<file path="config.mk">
export PLATFORM = sky130hd
export DESIGN_NAME = ysyx_22040000_rf_wb_arbiter
export DESIGN_NICKNAME = d
export VERILOG_FILES = /design/src/rtl/ysyx_22040000_rf_wb_arbiter.sv
export SDC_FILE = /design/constraint.sdc
export NUM_CORES = 1
export LEC_CHECK = 0
export ABC_AREA = 1
export BUFFER_PORTS_ARGS = -buffer_cell sky130_fd_sc_hd__buf_2
export CORE_AREA = 2 2 117 119
export CTS_CLUSTER_DIAMETER = 80
export DETAILED_ROUTE_END_ITERATION = 7
export DIE_AREA = 0 0 119 121
export HOLD_SLACK_MARGIN = 0.06
export PLACE_DENSITY = 0.74
export SETUP_SLACK_MARGIN = 0.2
export SYNTH_ARGS = -nofsm -noshare
export SYNTH_HDL_FRONTEND = slang
export SYNTH_SLANG_ARGS = --single-unit
</file>
<file path="constraint.sdc">
create_clock -name clk -period 3 [get_ports clk]
set_input_delay 0.45 -clock clk [delete_from_list [all_inputs] [get_ports clk]]
set_output_delay 0.45 -clock clk [all_outputs]
set_load 0.01 [all_outputs]
</file>
<file path="src/rtl/ysyx_22040000_rf_wb_arbiter.sv">
// ysyx_22040000_rf_wb_arbiter: round-robin RF writeback arbiter with per-register busy scoreboard.
// Optional macro RF_WB_BYPASS_EN forwards the pending RF write to the decode operands.
module ysyx_22040000_rf_wb_arbiter #(
    parameter int AWIDTH = 5,
    parameter int DWIDTH = 32,
    parameter int NREQ   = 3
) (
    input  logic                   clk,
    input  logic                   rst,
    input  logic [NREQ-1:0]        req_valid,
    output logic [NREQ-1:0]        req_ready,
    input  logic [NREQ*AWIDTH-1:0] req_waddr,
    input  logic [NREQ*DWIDTH-1:0] req_wdata,
    input  logic                   iss_valid,
    input  logic [AWIDTH-1:0]      iss_rd,
    output logic                   iss_ready,
    input  logic [AWIDTH-1:0]      rd_addr1,
    input  logic [AWIDTH-1:0]      rd_addr2,
    output logic                   rd_busy1,
    output logic                   rd_busy2,
    input  logic [DWIDTH-1:0]      rf_rdata1,
    input  logic [DWIDTH-1:0]      rf_rdata2,
    output logic [DWIDTH-1:0]      rdata1,
    output logic [DWIDTH-1:0]      rdata2,
    output logic                   rf_wen,
    output logic [AWIDTH-1:0]      rf_waddr,
    output logic [DWIDTH-1:0]      rf_wdata
);
    localparam int NREG = 2 ** AWIDTH;
    localparam int LW   = $clog2(NREQ);

    logic [NREG-1:0]   busy, busy_nxt;
    logic [LW-1:0]     last, gidx, idx;
    logic              found, xfer, iss_fire;
    logic [AWIDTH-1:0] g_waddr;
    logic [DWIDTH-1:0] g_wdata;

    // Scan starts just after the last granted requester and wraps around.
    always_comb begin
        gidx  = last;
        found = 1'b0;
        idx   = '0;
        for (int k = 1; k <= NREQ; k++) begin
            idx = LW'((int'(last) + k) % NREQ);
            if (!found && req_valid[idx]) begin
                found = 1'b1;
                gidx  = idx;
            end
        end
    end

    assign xfer      = found & ~rst;
    assign req_ready = xfer ? (NREQ'(1) << gidx) : '0;
    assign g_waddr   = req_waddr[int'(gidx)*AWIDTH +: AWIDTH];
    assign g_wdata   = req_wdata[int'(gidx)*DWIDTH +: DWIDTH];
    assign iss_ready = ~rst & ~busy[iss_rd];
    assign iss_fire  = iss_valid & iss_ready;

    // A set and a clear never hit the same register: issue is blocked while it is busy.
    always_comb begin
        busy_nxt = busy;
        if (rf_wen) busy_nxt[rf_waddr] = 1'b0;
        if (iss_fire) busy_nxt[iss_rd] = 1'b1;
        busy_nxt[0] = 1'b0;
    end

    always_ff @(posedge clk) begin
        if (rst) begin
            busy     <= '0;
            last     <= LW'(NREQ - 1);
            rf_wen   <= 1'b0;
            rf_waddr <= '0;
            rf_wdata <= '0;
        end else begin
            busy   <= busy_nxt;
            rf_wen <= xfer && (g_waddr != '0);
            if (xfer) begin
                last     <= gidx;
                rf_waddr <= g_waddr;
                rf_wdata <= g_wdata;
            end
        end
    end

`ifdef RF_WB_BYPASS_EN
    logic fwd1, fwd2;
    assign fwd1     = rf_wen && (rf_waddr == rd_addr1) && (rd_addr1 != '0);
    assign fwd2     = rf_wen && (rf_waddr == rd_addr2) && (rd_addr2 != '0);
    assign rd_busy1 = busy[rd_addr1] & ~fwd1;
    assign rd_busy2 = busy[rd_addr2] & ~fwd2;
    assign rdata1   = fwd1 ? rf_wdata : rf_rdata1;
    assign rdata2   = fwd2 ? rf_wdata : rf_rdata2;
`else
    assign rd_busy1 = busy[rd_addr1];
    assign rd_busy2 = busy[rd_addr2];
    assign rdata1   = rf_rdata1;
    assign rdata2   = rf_rdata2;
`endif

endmodule
</file>
* After elaboration in Yosys (flattened, before gate mapping)
Cells that the tools add are included.
Word-level totals: bits in registers 72, logic and storage cells 66
Operators by class: add/subtract/negate cells 3, multiply operators 1, div/mod/pow operators 3, $lt $le $gt $ge 9, shifts and indexed selects 3, muxes and demuxes 25, bitwise gates (word level) 8, reductions and logical operators 8
Operator list (count):
- 32-bit by 3-bit modulo with 32-bit output, second input constant | 3
- 96-bit by 8-bit indexed part select with 32-bit output | 1
- 32-bit 2-to-1 mux | 2
- 32-bit bitwise AND | 1
- 32-bit NOT | 1
- 32-bit bitwise OR | 1
- 5-bit by 6-bit less-than comparator with 1-bit output, second input constant | 4
- 1-bit binary-select mux with 5-bit select | 3
- 15-bit by 6-bit indexed part select with 5-bit output | 1
- 1-bit 2-to-1 mux | 11
- 1-bit demux with 5-bit select | 2
- 5-bit by 1-bit greater-or-equal comparator with 1-bit output, second input constant | 2
- 2-bit by 3-bit less-than comparator with 1-bit output, second input constant | 3
- 2-bit by 2-bit adder with 3-bit output, second input constant | 2
- 1-bit binary-select mux with 2-bit select | 3
- 2-bit 2-to-1 mux | 3
- 1-bit logical AND | 5
- 2-bit by 3-bit multiplier with 5-bit output, second input constant | 1
- 5-bit nonzero test | 1
- 2-bit by 1-bit adder with 3-bit output, second input constant | 1
- 1-bit bitwise AND | 3
- 3-bit 2-to-1 mux | 1
- 1-bit by 2-bit << shifter with 3-bit output, first input constant | 1
- 1-bit logical NOT | 2
- 1-bit NOT | 2

* Depth between registers and ports, before layout
depth in word-level cells 15, mapped depth 18, gate-level depth less buffers 18

* Worst setup path before layout
OpenSTA, ideal clock, no wires.
path kind register to output, start reg last[0], end out req_ready[0], arrival 2.044 ns, required time 2.550 ns, setup slack 0.506 ns, cell stages (with the launch flop) 13, cells stage by stage dfxtp_1 -> inv_1 -> ha_1 -> inv_2 -> nand2_1 -> nand2_1 -> nand2_4 -> nand2_1 -> nand3_1 -> nand3_1 -> nand2_2 -> buf_2 -> nor3_1
On the way: longest elaborated chain between the ends 13, elaborated cells between the ends (all ways) 25, classes of those cells add/sub (3); div (3); shift (1); mux (13); bitwise (1); reduce/logical (4)
RTL lines:
- from (decl) | RTL line 33 | logic [LW-1:0] last, gidx, idx;
- from (signal assigned) | RTL line 70 | last <= LW'(NREQ - 1);
- from (signal assigned) | RTL line 78 | last <= gidx;
- 2-bit by 1-bit adder with 3-bit output | RTL line 44 | idx = LW'((int'(last) + k) % NREQ);
- 32-bit by 3-bit modulo with 32-bit output | RTL line 44
- 1-bit binary-select mux with 2-bit select | RTL line 45 | if (!found && req_valid[idx]) begin
- 1-bit 2-to-1 mux (implied by the code) | RTL line 45
- 1-bit 2-to-1 mux | RTL line 45
- 1-bit logical NOT | RTL line 45
- 1-bit logical AND | RTL line 45
- 1-bit 2-to-1 mux | RTL line 45
- 1-bit logical NOT | RTL line 45
- 1-bit logical AND | RTL line 45
- 2-bit 2-to-1 mux or 1-bit 2-to-1 mux (tied branches) | RTL line 45
- 1-bit by 2-bit << shifter with 3-bit output or 1-bit bitwise AND (tied branches) | RTL line 53, 52
- 3-bit 2-to-1 mux (*) | RTL line 53 | assign req_ready = xfer ? (NREQ'(1) << gidx) : '0;
- to (decl) | RTL line 11 | output logic [NREQ-1:0] req_ready,
Mark *: on every way between the ends. The rest lies on a longest branch, timed or not. The select of a mux whose other input is x is not followed.

* Worst setup path after layout
Ends and elaborated chain as after synthesis.

==> run summary <==
CTS buffer count: 9
Vias: 5929
Most frequent cells in the layout: 245 x nand2_1, 175 x buf_2, 91 x nand3_1
Area post-placement: 0.00567 mm^2
Seq/Total Area, Yosys: 27.5%
Post-route clock period utilization: 89.2%
Vias per inst: 5.37
Worst path cell trace: inv_2, ha_4, inv_2, nand2_1, nand2_2, nand2_4, nand3_2, inv_2, nand2_1, nand2_4, nor3_2, buf_2
Unique masters post-synth: 33
Reg-to-reg setup timing slack: 0.54 ns
Syn avg cell area: 6.32 um^2
Crit end category: output pin
Port bufs: 175
Reg2Reg Depth: 16
FMAX: 374 MHz
Die span in x: 119 um
Worst path slowest cell: dfxtp_4
Layout Skew: 0.00960 ns
Initial antenna violation count: 1
Synth area leader: dfxtp_1
Crit path DAT: 2.23 ns
Status: finished clean
Crit-path max FO: 8
Worst Path Required: 2.55 ns
Row count: 42
Post-Layout Inst Area: 0.00608 mm^2
Post-synthesis register bit count: 71
Initial Utilization: 39.5%
Post-detailed-route wirelength per cell: 15.5 um
Final WL: 17100 um
Gr ovfl total: 0
Worst hold endpoint: rf_wdata[3]$_SDFFE_PP0P_
H-tree depth: 3
Drt initial violations: 620
Startpoint Class: register
Synth warn: 0
Post-Syn Nets: 1018
Worst path most repeated cell: inv_2
Die area: 0.0144 mm^2
RSZ-0062 raised after global routing: no
CTS tree: done
Cts hold-fix bufs: 0
Top post-synthesis cells by area: dfxtp_1 27%, nand2_1 18%, buf_4 10%
Post-synth EDFFs: 0
Drt pass-1 iters: 5
# setup viols final: 0
Most common cell after layout, fill and taps aside: nand2_1
Critical Path Start: last[0]$_SDFFE_PP0P_
Die Y: 121 um
Hold depth: 3
CTS clk-pin slew, worst paths: 0.06 ns
Ys flop type: dfxtp_1
Post-Route Setup TNS: 0 ns
First-pass GRT wire length: 26800 um
GPL Wtd Cong: 0.954
Period minus WS final: 2.68 ns
Io pins: 304
Critical R2R Capture: rf_wen$_SDFF_PP0_
LEAKAGE: 2.81 nW
Crit Path Category: reg2out
Clk Tree Root Cell: clkbuf_16
Hold Path Origin: req_wdata[67]
Clock Path Buffers: 2
Cells after Synth: 818
Rel. slew slack: 55.4%
Sinks on Clock Net: 71
WP buf/inv: 4
Async set-reset flop share out of synthesis: 0%
Layout cells sized above 1: 26.4%
RR Startpoint: last[0]$_SDFFE_PP0P_
GR Util All Layers: 23.1%
Drt drc: 0
Vias in the first global route: 5296
Post-detail-place hpwl: 12700 um
Slowest cell delay on critical path: 0.35 ns
PwrDens: 977 mW/mm^2
Largest net degree at the start of global routing: 53
Final Max Tran Viols: 0
Synth Cell Area: 0.00517 mm^2
Core area: 0.0131 mm^2
Skew-Pair Late Insertion Delay: 0.34 ns
Final hold viol count: 0
Share of the synthesized area in the top cell type: 27.5%
Antenna Nets Post-Route: 0
Syn-to-layout area delta: 17.6%
Largest delay share family, worst path: simple AND/OR/NAND/NOR gates
HP Class: in2reg
Worst IR Drop VDD: 1.05 mV
Slew @ Worst Pin: 0.669 ns
Max cap viols: 0
# nets final: 1122
==> metrics by stage <==
stage / std cells / util (%) / total power [mW] / hold slack [ns] / setup slack, ns
after floorplan: 818 / - / 3.82 / 0.454 / 0.506
final: 1104 / 46.5 / 5.94 / 0.332 / 0.323
after global routing: 1104 / 46.5 / 6.43 / 0.332 / 0.199
after detailed placement: 1080 / 43.3 / 4.57 / 0.455 / 0.404
after CTS: 1096 / 45.8 / 5.73 / 0.326 / 0.209
after global placement: 1080 / 43.3 / 4.53 / 0.453 / 0.481
==> power by group <==
part           switching (mW)  leakage, nW  internal (mW)
Clock                   0.406        0.151          0.726
Sequential              0.117        0.580           1.12
Combinational            2.39         2.08           1.18
Total                    2.91         2.81           3.03
==> cells in the mapped netlist (7+ instances only) <==
| master | number |
|---|---|
| a21oi_1 | 35 |
| a22oi_1 | 11 |
| a31oi_1 | 21 |
| buf_2 | 9 |
| buf_4 | 69 |
| clkbuf_1 | 12 |
| dfxtp_1 | 71 |
| inv_1 | 39 |
| inv_2 | 7 |
| nand2_1 | 247 |
| nand3_1 | 92 |
| nand3_2 | 11 |
| nor2_1 | 65 |
| nor3_1 | 9 |
| o21ai_0 | 67 |
| o221ai_1 | 10 |
| o22ai_1 | 7 |
==> flip-flops by register name (all words and copies together) (netlist names) <==
name	flops
rf_wdata	32
busy	31
rf_waddr	5
last	2
rf_wen	1
==> worst reg2reg max path, delay by kind of cell, from the launching register on <==
kind | cells | cell delay (ns)
adder cells (fa/ha/maj) | 1 | 0.23
AND/OR/NAND/NOR | 13 | 1.53
buffers and inverters | 2 | 0.22
flip-flops | 1 | 0.35
==> per-layer routing <==
layer	track usage, %	routed length (um)	vias up
met1	28.9	6840	2631
met3	6.48	1720	43
li1	-	-	2886
met2	37.6	7980	369
met5	0	0	-
met4	9.45	532	0
==> logic make-up (layout without fill, tap and decap cells) <==
group | after synthesis | after routing | synth area share [%]
buffers and inverters | 143 | 251 | 16.3
adder cells (fa/ha/maj) | 4 | 4 | 0.968
AND/OR/NAND/NOR | 438 | 439 | 36.9
other | 0 | 1 | 0
AO/OA/AOI/OAI | 162 | 162 | 18.3
flip-flops | 71 | 71 | 27.5
==> repair_timing <==
action                                  4_1_cts  5_1_grt
endpoints found under the setup margin        3        3
pin swaps                                     0        3
buffers inserted                              0        6
hold endpoints to repair                      0        0
resized for setup                             5       10
gates cloned                                  0        1
==> worst max-delay path by stage <==
stage / endpoint / cells after the start
6_report: req_ready[0] / 12
5_1_grt: req_ready[0] / 15
4_1_cts: req_ready[0] / 12
3_5_place_dp: req_ready[0] / 12
3_3_place_gp: rf_wen$_SDFF_PP0_ / 16
2_1_floorplan: req_ready[0] / 12
==> layout make-up <==
class | count | area, um^2
tap | 176 | 220
clock buffer | 12 | 236
inverter | 46 | 175
antenna | 1 | 2.50
fill | 1373 | 7000
timing repair buffer | 189 | 993
sequential | 71 | 1430
multi-input combinational | 605 | 2960
clock inverter | 4 | 70.1
No activity file was read; power rests on OpenSTA's default activity.
